File: src/rtl/pipe_hazard_ctrl_pkg.sv
// pipe_ctrl_pkg
// Shared definitions for the pipeline hazard controller: FSM state
// encodings, the RISC-V opcodes that matter for register-usage decode,
// the canonical NOP word, and small helpers that decide which source
// register fields of an instruction are real reads.
package pipe_ctrl_pkg;

   // Controller FSM states; the encoding is visible on the debug port.
   typedef enum logic [1:0] {
      RUN      = 2'd0,
      LD_STALL = 2'd1,
      REDIR    = 2'd2
   } state_t;

   localparam logic [6:0] OP_LUI   = 7'b0110111;
   localparam logic [6:0] OP_AUIPC = 7'b0010111;
   localparam logic [6:0] OP_JAL   = 7'b1101111;
   localparam logic [6:0] OP_R     = 7'b0110011;
   localparam logic [6:0] OP_S     = 7'b0100011;
   localparam logic [6:0] OP_B     = 7'b1100011;

   // addi x0,x0,0 -- what the datapath loads into IF/ID on a flush.
   localparam logic [31:0] NOP_INSTR = 32'h00000013;

   // U-type and JAL carry immediate bits in the rs1 field, so matching
   // on it there would create false load-use stalls.
   function automatic logic uses_rs1(input logic [6:0] opcode);
      return !((opcode == OP_LUI) || (opcode == OP_AUIPC) || (opcode == OP_JAL));
   endfunction

   // Only R, S and B formats really read rs2; everywhere else those bits
   // are immediate or funct bits.
   function automatic logic uses_rs2(input logic [6:0] opcode);
      return (opcode == OP_R) || (opcode == OP_S) || (opcode == OP_B);
   endfunction

endpackage

File: src/rtl/pipe_hazard_ctrl_if.sv
// pipe_hazard_ctrl_if
// Bundles the signals exchanged between the pipeline datapath and the
// hazard controller.
//   master : datapath side, drives stage contents and status, receives enables
//   slave  : controller side
// Signals:
//   ifid_instr    instruction in ID
//   idex_instr    instruction in EX
//   idex_mem_read EX instruction is a load
//   ex_redirect   EX resolved a taken branch/jal/jalr
//   dmem_busy     data memory not ready
//   pc_en         PC write enable
//   ifid_en       IF/ID write enable
//   ifid_flush    load NOP into IF/ID
//   idex_bubble   zero ID/EX control bits
interface pipe_hazard_ctrl_if;

   logic [31:0] ifid_instr;
   logic [31:0] idex_instr;
   logic        idex_mem_read;
   logic        ex_redirect;
   logic        dmem_busy;
   logic        pc_en;
   logic        ifid_en;
   logic        ifid_flush;
   logic        idex_bubble;

   modport master (
      output ifid_instr, idex_instr, idex_mem_read, ex_redirect, dmem_busy,
      input  pc_en, ifid_en, ifid_flush, idex_bubble
   );

   modport slave (
      input  ifid_instr, idex_instr, idex_mem_read, ex_redirect, dmem_busy,
      output pc_en, ifid_en, ifid_flush, idex_bubble
   );

endinterface

File: src/rtl/pipe_hazard_ctrl_hazard_decode.sv
// hazard_decode
// Purely combinational load-use detector. Compares the destination of a
// load sitting in EX against the source registers the ID instruction
// actually reads.
// Ports:
//   ifid_instr    (in)  instruction in ID
//   idex_instr    (in)  instruction in EX
//   idex_mem_read (in)  EX instruction is a load
//   load_use      (out) ID needs the load result one cycle too early
module hazard_decode
   import pipe_ctrl_pkg::*;
(
   input  logic [31:0] ifid_instr,
   input  logic [31:0] idex_instr,
   input  logic        idex_mem_read,
   output logic        load_use
);

   logic [6:0] opcode;
   logic [4:0] rs1;
   logic [4:0] rs2;
   logic [4:0] rd;
   logic       rs1_used;
   logic       rs2_used;
   logic       unused_bits;

   assign opcode   = ifid_instr[6:0];
   assign rs1      = ifid_instr[19:15];
   assign rs2      = ifid_instr[24:20];
   assign rd       = idex_instr[11:7];
   assign rs1_used = uses_rs1(opcode);
   assign rs2_used = uses_rs2(opcode);

   // Fields that play no part in hazard detection.
   assign unused_bits = ^{ifid_instr[31:25], ifid_instr[14:12],
                          idex_instr[31:12], idex_instr[6:0]};

   // x0 is hard-wired to zero, so a load into x0 never creates a dependency.
   assign load_use = idex_mem_read && (rd != 5'd0) &&
                     ((rs1_used && (rs1 == rd)) || (rs2_used && (rs2 == rd)));

endmodule

File: src/rtl/pipe_hazard_ctrl.sv
// pipe_hazard_ctrl
// Hazard and sequencing controller for the 5-stage core. Drives PC,
// IF/ID and ID/EX enables: one bubble on load-use, IF/ID flushes after
// an EX redirect (covering IMEM_LAT cycles of stale fetch), and a full
// front-end freeze while data memory is busy. Keeps saturating stall and
// flush counters.
// Parameters:
//   IMEM_LAT  extra flush cycles after a redirect (0..7)
//   CNT_W     performance counter width
// Ports:
//   clk, reset  clock and synchronous active-high reset
//   bus         slave side of pipe_hazard_ctrl_if
//   state_o     current FSM state (debug)
//   stall_cnt   cycles with pc_en=0 outside reset
//   flush_cnt   cycles with ifid_flush=1 outside reset
module pipe_hazard_ctrl
   import pipe_ctrl_pkg::*;
#(
   parameter int IMEM_LAT = 1,
   parameter int CNT_W    = 16
) (
   input  logic                 clk,
   input  logic                 reset,
   pipe_hazard_ctrl_if.slave    bus,
   output logic [1:0]           state_o,
   output logic [CNT_W-1:0]     stall_cnt,
   output logic [CNT_W-1:0]     flush_cnt
);

   localparam logic [2:0]       LAT     = 3'(IMEM_LAT);
   localparam logic [CNT_W-1:0] CNT_MAX = '1;

   state_t           state_q;
   state_t           state_d;
   logic [2:0]       cd_q;
   logic [2:0]       cd_d;
   logic             load_use;
   logic             pc_en;
   logic             ifid_en;
   logic             ifid_flush;
   logic             idex_bubble;
   logic [CNT_W-1:0] stall_q;
   logic [CNT_W-1:0] flush_q;

   hazard_decode u_decode (
      .ifid_instr    (bus.ifid_instr),
      .idex_instr    (bus.idex_instr),
      .idex_mem_read (bus.idex_mem_read),
      .load_use      (load_use)
   );

   // Next-state and output decode. The branches are ordered by priority:
   // reset, memory freeze, redirect, redirect shadow, load-use, normal.
   // A redirect beats load-use because the ID instruction is wrong-path,
   // and the REDIR shadow ignores load-use because ID then holds a NOP.
   always_comb begin
      state_d     = state_q;
      cd_d        = cd_q;
      pc_en       = 1'b1;
      ifid_en     = 1'b1;
      ifid_flush  = 1'b0;
      idex_bubble = 1'b0;

      if (reset) begin
         pc_en       = 1'b0;
         ifid_en     = 1'b0;
         ifid_flush  = 1'b1;
         idex_bubble = 1'b1;
         state_d     = RUN;
         cd_d        = 3'd0;
      end else if (bus.dmem_busy) begin
         pc_en   = 1'b0;
         ifid_en = 1'b0;
      end else if (bus.ex_redirect) begin
         ifid_flush  = 1'b1;
         idex_bubble = 1'b1;
         if (LAT == 3'd0) begin
            state_d = RUN;
            cd_d    = 3'd0;
         end else begin
            state_d = REDIR;
            cd_d    = LAT;
         end
      end else if (state_q == REDIR) begin
         ifid_flush = 1'b1;
         if (cd_q <= 3'd1) begin
            state_d = RUN;
            cd_d    = 3'd0;
         end else begin
            cd_d = cd_q - 3'd1;
         end
      end else if (load_use) begin
         pc_en       = 1'b0;
         ifid_en     = 1'b0;
         idex_bubble = 1'b1;
         state_d     = LD_STALL;
      end else begin
         state_d = RUN;
      end
   end

   // State, redirect countdown and saturating performance counters.
   // The counters read the same-cycle decoded enables, so a cycle counts
   // exactly when its control decision takes effect at this edge.
   always_ff @(posedge clk) begin
      if (reset) begin
         state_q <= RUN;
         cd_q    <= 3'd0;
         stall_q <= '0;
         flush_q <= '0;
      end else begin
         state_q <= state_d;
         cd_q    <= cd_d;
         if (!pc_en && (stall_q != CNT_MAX)) begin
            stall_q <= stall_q + 1'b1;
         end
         if (ifid_flush && (flush_q != CNT_MAX)) begin
            flush_q <= flush_q + 1'b1;
         end
      end
   end

   assign bus.pc_en       = pc_en;
   assign bus.ifid_en     = ifid_en;
   assign bus.ifid_flush  = ifid_flush;
   assign bus.idex_bubble = idex_bubble;
   assign state_o         = state_q;
   assign stall_cnt       = stall_q;
   assign flush_cnt       = flush_q;

endmodule
File: src/flat_wrapper.sv
// flat-port wrapper written by rule: the top's interface ports become plain ports
module pipe_hazard_ctrl_flat import pipe_ctrl_pkg::*;
#(
   parameter int IMEM_LAT = 1,
   parameter int CNT_W    = 16
)
  (clk, reset, state_o, stall_cnt, flush_cnt, bus_ifid_instr, bus_idex_instr, bus_idex_mem_read, bus_ex_redirect, bus_dmem_busy, bus_pc_en, bus_ifid_en, bus_ifid_flush, bus_idex_bubble);
  pipe_hazard_ctrl_if bus_i ();
  input  logic clk;
  input  logic reset;
  output logic [1:0] state_o;
  output logic [CNT_W-1:0] stall_cnt;
  output logic [CNT_W-1:0] flush_cnt;
  input wire logic [$bits(bus_i.ifid_instr)-1:0] bus_ifid_instr;
  input wire logic [$bits(bus_i.idex_instr)-1:0] bus_idex_instr;
  input wire logic [$bits(bus_i.idex_mem_read)-1:0] bus_idex_mem_read;
  input wire logic [$bits(bus_i.ex_redirect)-1:0] bus_ex_redirect;
  input wire logic [$bits(bus_i.dmem_busy)-1:0] bus_dmem_busy;
  output wire logic [$bits(bus_i.pc_en)-1:0] bus_pc_en;
  output wire logic [$bits(bus_i.ifid_en)-1:0] bus_ifid_en;
  output wire logic [$bits(bus_i.ifid_flush)-1:0] bus_ifid_flush;
  output wire logic [$bits(bus_i.idex_bubble)-1:0] bus_idex_bubble;
  assign bus_i.ifid_instr = bus_ifid_instr;
  assign bus_i.idex_instr = bus_idex_instr;
  assign bus_i.idex_mem_read = bus_idex_mem_read;
  assign bus_i.ex_redirect = bus_ex_redirect;
  assign bus_i.dmem_busy = bus_dmem_busy;
  assign bus_pc_en = bus_i.pc_en;
  assign bus_ifid_en = bus_i.ifid_en;
  assign bus_ifid_flush = bus_i.ifid_flush;
  assign bus_idex_bubble = bus_i.idex_bubble;
  pipe_hazard_ctrl #(.IMEM_LAT(IMEM_LAT), .CNT_W(CNT_W)) u_core (.clk(clk), .reset(reset), .bus(bus_i), .state_o(state_o), .stall_cnt(stall_cnt), .flush_cnt(flush_cnt));
endmodule
File: config.mk
export PLATFORM = sky130hd
export DESIGN_NAME = pipe_hazard_ctrl_flat
export DESIGN_NICKNAME = d
export VERILOG_FILES = /design/src/rtl/pipe_hazard_ctrl_pkg.sv /design/src/rtl/pipe_hazard_ctrl_if.sv /design/src/rtl/pipe_hazard_ctrl_hazard_decode.sv /design/src/rtl/pipe_hazard_ctrl.sv /design/src/flat_wrapper.sv
export SDC_FILE = /design/constraint.sdc
export NUM_CORES = 1
export LEC_CHECK = 0
export CORE_MARGIN = 2
export CORE_UTILIZATION = 40
export CTS_BUF_LIST = sky130_fd_sc_hd__clkbuf_4
export DETAILED_ROUTE_END_ITERATION = 8
export GPL_TIMING_DRIVEN = 0
export PLACE_DENSITY = 0.78
export SLEW_MARGIN = 25
export SYNTH_ARGS = -nofsm -noshare
export SYNTH_HDL_FRONTEND = slang
export SYNTH_HIERARCHICAL = 1
export SYNTH_SLANG_ARGS = --single-unit
File: constraint.sdc
create_clock -name clk -period 4.3 [get_ports clk]
set_clock_uncertainty 0.05 [all_clocks]
set_input_delay 1.075 -clock clk [delete_from_list [all_inputs] [get_ports clk]]
set_output_delay 1.075 -clock clk [all_outputs]
set_load 0.02 [all_outputs]
==> results of run 1 <==
metal layers:
layer,vias to the layer above,routed length (um)
met1,1143,2690
met4,0,32
met2,61,3080
met5,-,0
met3,4,318
li1,1198,-
worst paths after layout:
path / end / slack (ns) / depth (start not counted)
worst max-delay path: bus_pc_en / 0.07 / 11
worst min-delay path: u_core/flush_cnt[1] / 0.46 / 2
worst max register to register: u_core/flush_cnt[11] / 2.17 / 5
worst min register to register: u_core/flush_cnt[1] / 0.46 / 2
flip-flops by register name, indices dropped and copies added (netlist names):
signal / cells
u_core/stall_cnt: 16
u_core/state_o: 2
u_core/cd_q: 3
u_core/flush_cnt: 16
worst min-delay path: stages, from the launching register on:
cell and delay, ns:
sky130_fd_sc_hd__dfxtp_1 0.36, sky130_fd_sc_hd__nand2_1 0.06, sky130_fd_sc_hd__mux2i_1 0.05
timing repair:
item | CTS | global route
gates resized for setup | 25 | 9
pin swaps | 2 | 3
setup endpoints to repair | 3 | 3
hold buffers | 0 | 0
buffers inserted | 1 | 2
area by class of cell:
class | instances | area share
Buffer | 14 | 0.0235
Clock buffer | 5 | 0.0120
Clock inverter | 3 | 0.00558
Inverter | 13 | 0.0171
Multi-Input combinational cell | 216 | 0.476
Sequential cell | 37 | 0.236
Tap cell | 72 | 0.0287
Timing Repair Buffer | 65 | 0.201
synth_stat cells (all sizes together), types with 4 or more instances:
cell / n
and3: 4
xor2: 6
a21oi: 18
buf: 5
nor4: 9
nand4: 10
o31ai: 8
clkbuf: 9
a211oi: 9
inv: 13
nor2b: 15
nor2: 23
o21ai: 6
mux2: 14
dfxtp: 37
nand2: 15
and2: 6
nor3: 9
ha: 4
xnor2: 4
or3: 4
nand3: 9
or4: 9
power breakdown:
part           internal [mW]  switching (mW)  leakage [nW]
clock                 0.0620           0.125        0.0326
sequential             0.350         0.00788         0.300
combinational         0.0578          0.0633         0.737
stage by stage:
stage	instance area (sq um)	hold WS (ns)
after floorplan	2290	0.413
after global placement	3000	0.429
after detailed placement	3000	0.449
after CTS	3070	0.469
after global routing	3140	0.497
final	3140	0.462
kinds of logic (layout without fill, tap and decap cells):
family | after synthesis | count (layout) | synth area share
compound gates | 65 | 65 | 0.197
xor+xnor | 10 | 10 | 0.0382
fa+ha+maj | 4 | 4 | 0.0218
flops | 37 | 37 | 0.323
simple gates | 122 | 122 | 0.299
mux | 15 | 15 | 0.0731
buf+inv | 27 | 100 | 0.0480
==> metrics.log, run 1 <==
INFO  metric min_from = u_core/flush_cnt[1]
INFO  metric gr-usage-met2 = 0.343
INFO  metric detail-route-antenna-nets = 0
INFO  metric cts.reportedPaths.clkPinSlew = 0.12 ns
INFO  metric p_total = 0.666 mW
INFO  metric start_kind = primary input
INFO  metric powerDensity = 212 nW/um^2
INFO  metric cell_taking_the_most_area_after_synthesis = sky130_fd_sc_hd__dfxtp_1
INFO  metric finalNonFillerCells = 425
INFO  metric antenna_found_initial = 0
INFO  metric final_nets = 425
INFO  metric ys_dominant_reg_cell = sky130_fd_sc_hd__dfxtp_1
INFO  metric async_reset_ff_frac = 0
INFO  metric first_global_vias = 2295
INFO  metric achievable-frequency = 236 MHz
INFO  metric numCtsBuffers = 5
INFO  metric timing_worst_slew_pin_value = 0.777 ns
INFO  metric max_slew_margin = 0.478
INFO  metric grt_start_max_net_pins = 13
INFO  metric grt_use_met3 = 0.0328
INFO  metric worstPathBufferInverterCount = 6
INFO  metric cts-htree-levels = 2
INFO  metric outcome = finished, final reports clean
INFO  metric final.fill_count = 495
INFO  metric hold_viol = 0
INFO  metric detailroute.via_count = 2406
INFO  metric cts_tree = done
INFO  metric busiest_layer = met2
INFO  metric fin_setup_tns = 0 ns
INFO  metric r2r-start = u_core/state_o[1]
INFO  metric slew_viol_final = 0
INFO  metric worst_slack = 0.0704 ns
INFO  metric hold_path_class = flop to flop
INFO  metric path_cells = dlygate4sd2_1, or4_1, o21ai_2, a21oi_2, nor2b_4, a211o_1, buf_6, inv_6, buf_6, buf_4, buf_4
INFO  metric cts_num_sinks = 37
INFO  metric critical_path_peak_fanout = 11
INFO  metric critPathCaptureType = output pin
INFO  metric grt_setup_unrepaired = false
INFO  metric initial_core_util = 0.416
INFO  metric slowest_delay = 0.54 ns
INFO  metric placement.io_buffers = 62
INFO  metric drt_drc_violations_left = 0
INFO  metric leakage = 1.07 nW
INFO  metric num_antenna_cells = 0
INFO  metric grt-ovfl-total = 0
INFO  metric post_route_cells_drive_above_1_share = 0.127
INFO  metric synth_largest_type_area_fraction = 0.323
INFO  metric synth_seq_area_share = 0.323
INFO  metric vias_per_cell = 5.66
INFO  metric worstPathArrival = 3.10 ns
INFO  metric grt_pass1_wl = 10000 um
INFO  metric floorplan.rows = 27
INFO  metric worst_ir_drop_vdd = 0.000152 V
INFO  metric clock_latency_of_the_later_clocked_register_in_the_worst_skew_pair = 0.35 ns
INFO  metric place_hpwl = 4420 um
INFO  metric die_y = 79.7 um
INFO  metric setup_viol = 0
INFO  metric regArea = 741 sq um
INFO  metric crit_slowest_cell = sky130_fd_sc_hd__or4_1
INFO  metric multiInputGateArea = 1500 sq um
INFO  metric post-route-period-util = 0.984
INFO  metric netlist_area_before_placement = 2290 sq um
INFO  metric finalCoreUtilization = 0.570
INFO  metric ys_ff_latch = 37
INFO  metric drv_cap = 0
INFO  metric critical_path.startpoint = bus_idex_instr[7]
INFO  metric synth.net_count = 353
INFO  metric boundaryPins = 107
INFO  metric floorplan.core_area = 5510 sq um
INFO  metric place.gp.congestion = 0.821
INFO  metric netlist-cell-type-count = 51
INFO  metric drt_pass1_iterations = 4
INFO  metric wl_per_cell = 14.4 um
INFO  metric dpl_worst_slack = -0.979 ns
INFO  metric timing.critical_path.required = 3.17 ns
INFO  metric clockBufferDepth = 2
INFO  metric most_common_cell_after_layout_fill_and_taps_aside = sky130_fd_sc_hd__clkdlybuf4s50_1
INFO  metric synth_enable_flop_cells = 0
INFO  metric track_usage = 0.196
INFO  metric synthesis.instances = 280
INFO  metric area_growth = 37.0%
INFO  metric design.die.area = 6350 sq um
INFO  metric yosysWarningCount = 6
INFO  metric first_iter_violations = 113
INFO  metric routed_wirelength = 6120 um
INFO  metric root_buffer = sky130_fd_sc_hd__clkbuf_4
INFO  metric timing.critical_path.max_delay_family = buffers and inverters
INFO  metric layout_common_cells = sky130_fd_sc_hd__clkdlybuf4s50_1, sky130_fd_sc_hd__dfxtp_1, sky130_fd_sc_hd__nor2_1
INFO  metric syn_avg_cell_area = 8.19 sq um
INFO  metric netlist_top_cells_area = sky130_fd_sc_hd__dfxtp_1, sky130_fd_sc_hd__mux2_2, sky130_fd_sc_hd__nor2b_1
INFO  metric worstSetupPathType = primary input to output pin
INFO  metric dp.cells = 414
INFO  metric use_met1 = 0.245
INFO  metric floorplan.die.width = 79.7 um
INFO  metric final.min_clock_period = 4.23 ns
Note: power is estimated with default switching activity, not from simulation.
==> run 2: changes to the inputs <==
--- a/config.mk
+++ b/config.mk
@@ -5,6 +5,7 @@
 export SDC_FILE = /design/constraint.sdc
 export NUM_CORES = 1
 export LEC_CHECK = 0
+export CORE_ASPECT_RATIO = 1.5
 export CORE_MARGIN = 2
 export CORE_UTILIZATION = 40
 export CTS_BUF_LIST = sky130_fd_sc_hd__clkbuf_4
==> run 2 against run 1 <==
Compared with the run above:
- die area grew 0.20%
- cell count decreased by 0.71%
- register-to-register slack worse by 0.02 ns
- count of clock-buffer cells in the layout did not move
- utilization down 0.19 points
- via count increased by 0.96%
- first-iteration DRC count is 86% higher
- clock power fell by 4%
- global-route usage rose by 0.23 points
- critical path type unchanged
- critical endpoint unchanged
- highest routed layer unchanged
==> metrics.log, run 2 (synthesis results as in run 1) <==
INFO  metric p_total = 0.659 mW
INFO  metric layout_common_cells = sky130_fd_sc_hd__clkdlybuf4s50_1, sky130_fd_sc_hd__dfxtp_1, sky130_fd_sc_hd__nor2_1
INFO  metric numCtsBuffers = 5
INFO  metric drt_drc_violations_left = 0
INFO  metric floorplan.rows = 33
INFO  metric timing.hold.worst_endpoint = u_core/flush_cnt[1]
INFO  metric leakage = 1.07 nW
INFO  metric cts_num_sinks = 37
INFO  metric grt-ovfl-total = 0
INFO  metric slew_viol_final = 0
INFO  metric hold_path_class = flop to flop
INFO  metric initial_core_util = 0.417
INFO  metric min_from = u_core/flush_cnt[1]
INFO  metric floorplan.die.width = 65.8 um
INFO  metric boundaryPins = 107
INFO  metric setup_viol = 0
INFO  metric worst-r2r-cell-count = 5
INFO  metric r2r-start = u_core/state_o[1]
INFO  metric track_usage = 0.198
INFO  metric placement.io_buffers = 62
INFO  metric worstSetupPathType = primary input to output pin
INFO  metric achievable-frequency = 239 MHz
INFO  metric slowest_delay = 0.41 ns
INFO  metric grt_start_max_net_pins = 12
INFO  metric timing_worst_slew_pin_value = 0.791 ns
INFO  metric post_route_cells_drive_above_1_share = 0.116
INFO  metric crit_slowest_cell = sky130_fd_sc_hd__clkdlybuf4s50_1
INFO  metric cts_stage_hold_buffer_count = 0
INFO  metric start_kind = primary input
INFO  metric drt_pass1_iterations = 4
INFO  metric critPathCaptureType = output pin
INFO  metric timing.critical_path.depth = 12
INFO  metric clock_latency_of_the_later_clocked_register_in_the_worst_skew_pair = 0.35 ns
INFO  metric place_hpwl = 4530 um
INFO  metric most_common_cell_after_layout_fill_and_taps_aside = sky130_fd_sc_hd__clkdlybuf4s50_1
INFO  metric timing.critical_path.required = 3.17 ns
INFO  metric floorplan.core_area = 5490 sq um
INFO  metric design.die.area = 6360 sq um
INFO  metric drv_cap = 0
INFO  metric hold_viol = 0
INFO  metric worst_ir_drop_vdd = 0.000139 V
INFO  metric path_cells = clkdlybuf4s50_1, xor2_1, nor3_2, o2111ai_1, a21oi_2, nor2b_4, a211o_1, buf_6, inv_6, buf_6, buf_4, buf_4
INFO  metric outcome = finished, final reports clean
INFO  metric timing.rr.end = u_core/flush_cnt[9]
INFO  metric die_y = 96.7 um
INFO  metric num_antenna_cells = 0
INFO  metric final_nets = 424
INFO  metric place.gp.congestion = 0.902
INFO  metric vias_per_cell = 5.76
INFO  metric timing.critical_path.max_delay_family = buffers and inverters
INFO  metric critical_path_peak_fanout = 9
INFO  metric root_buffer = sky130_fd_sc_hd__clkbuf_4
INFO  metric max_slew_margin = 0.469
INFO  metric area_growth = 36.2%
INFO  metric worstPathArrival = 3.06 ns
INFO  metric first_iter_violations = 210
INFO  metric post-route-period-util = 0.974
INFO  metric final.min_clock_period = 4.19 ns
INFO  metric detailroute.via_count = 2429
INFO  metric first_global_vias = 2290
INFO  metric cts_tree = done
INFO  metric hold_path_depth = 2
INFO  metric reg2reg_slack = 2.15 ns
INFO  metric wl_per_cell = 14.6 um
INFO  metric postLayoutCellArea = 3120 sq um
INFO  metric powerDensity = 211 nW/um^2
INFO  metric detail-route-antenna-nets = 0
INFO  metric final.fill_count = 526
INFO  metric worstPathBufferInverterCount = 6
INFO  metric routed_wirelength = 6140 um
INFO  metric antenna_found_initial = 0
INFO  metric clockBufferDepth = 2
INFO  metric cts-htree-levels = 2
INFO  metric grt_pass1_wl = 10100 um
INFO  metric cts.reportedPaths.clkPinSlew = 0.11 ns
INFO  metric post_dp_cell_area = 3000 sq um
run 2: area by class of cell:
| type | instances | area, sq um | share of cell area |
|---|---|---|---|
| timing repair buffer | 64 | 632 | 0.202 |
| sequential | 37 | 741 | 0.237 |
| buffer | 14 | 73.8 | 0.0236 |
| multi-input combinational | 216 | 1480 | 0.475 |
| clock inverter | 3 | 12.5 | 0.00401 |
| tap | 70 | 87.6 | 0.0281 |
| clock buffer | 5 | 37.5 | 0.0120 |
| inverter | 13 | 53.8 | 0.0172 |
run 2: report_power, final:
| part | leakage [nW] | total, mW | switching, mW | internal (mW) |
|---|---|---|---|---|
| clock network | 0.0300 | 0.180 | 0.121 | 0.0592 |
| registers | 0.300 | 0.357 | 0.00771 | 0.350 |
| logic | 0.745 | 0.121 | 0.0629 | 0.0581 |
run 2: worst register-to-register path, stage by stage, from the launching register on:
cell	delay, ns
sky130_fd_sc_hd__dfxtp_1	0.40
sky130_fd_sc_hd__nor2b_1	0.14
sky130_fd_sc_hd__clkbuf_1	0.31
sky130_fd_sc_hd__o311ai_2	0.24
sky130_fd_sc_hd__a2111oi_0	0.53
sky130_fd_sc_hd__mux2_2	0.39
run 2: metal layers:
metal | GRT usage | up-vias | share of wire
met3 | 0.0512 | 13 | 0.057
met5 | 0 | - | 0
li1 | - | 1205 | -
met1 | 0.214 | 1117 | 0.38
met2 | 0.351 | 94 | 0.54
met4 | 0.0881 | 0 | 0.023
run 2: repair_timing:
item | CTS | global route
setup endpoints to repair | 2 | 3
resized for setup | 24 | 8
buffers inserted | 1 | 1
pin swaps | 2 | 5
run 2: worst max-delay path by stage:
stage | start | endpoint
2_1_floorplan | bus_idex_instr[7] | bus_pc_en
3_3_place_gp | bus_idex_instr[7] | bus_pc_en
3_5_place_dp | bus_idex_instr[7] | bus_pc_en
4_1_cts | bus_ifid_instr[4] | bus_pc_en
5_1_grt | bus_ifid_instr[19] | bus_pc_en
6_report | bus_ifid_instr[19] | bus_pc_en
run 2: through the flow:
stage | util | hold WS, ns | setup slack [ns] | instances | TNS (ns)
after detailed placement | 0.546 | 0.438 | -1.02 | 412 | -1.96
after global routing | 0.568 | 0.492 | -0.0221 | 422 | -0.0221
after CTS | 0.559 | 0.457 | 0.00406 | 421 | 0
after floorplan | - | 0.413 | 0.273 | 280 | 0
after global placement | 0.546 | 0.427 | -0.990 | 412 | -1.89
final | 0.568 | 0.449 | 0.112 | 422 | 0
==> run 3: changes to the inputs <==
--- a/config.mk
+++ b/config.mk
@@ -11,6 +11,7 @@
 export CTS_BUF_LIST = sky130_fd_sc_hd__clkbuf_4
 export DETAILED_ROUTE_END_ITERATION = 8
 export GPL_TIMING_DRIVEN = 0
+export HOLD_SLACK_MARGIN = 0.1
 export PLACE_DENSITY = 0.78
 export SLEW_MARGIN = 25
 export SYNTH_ARGS = -nofsm -noshare
==> results of run 3 <==
The final DEF is identical to that of run 2; final timing and power are the same.
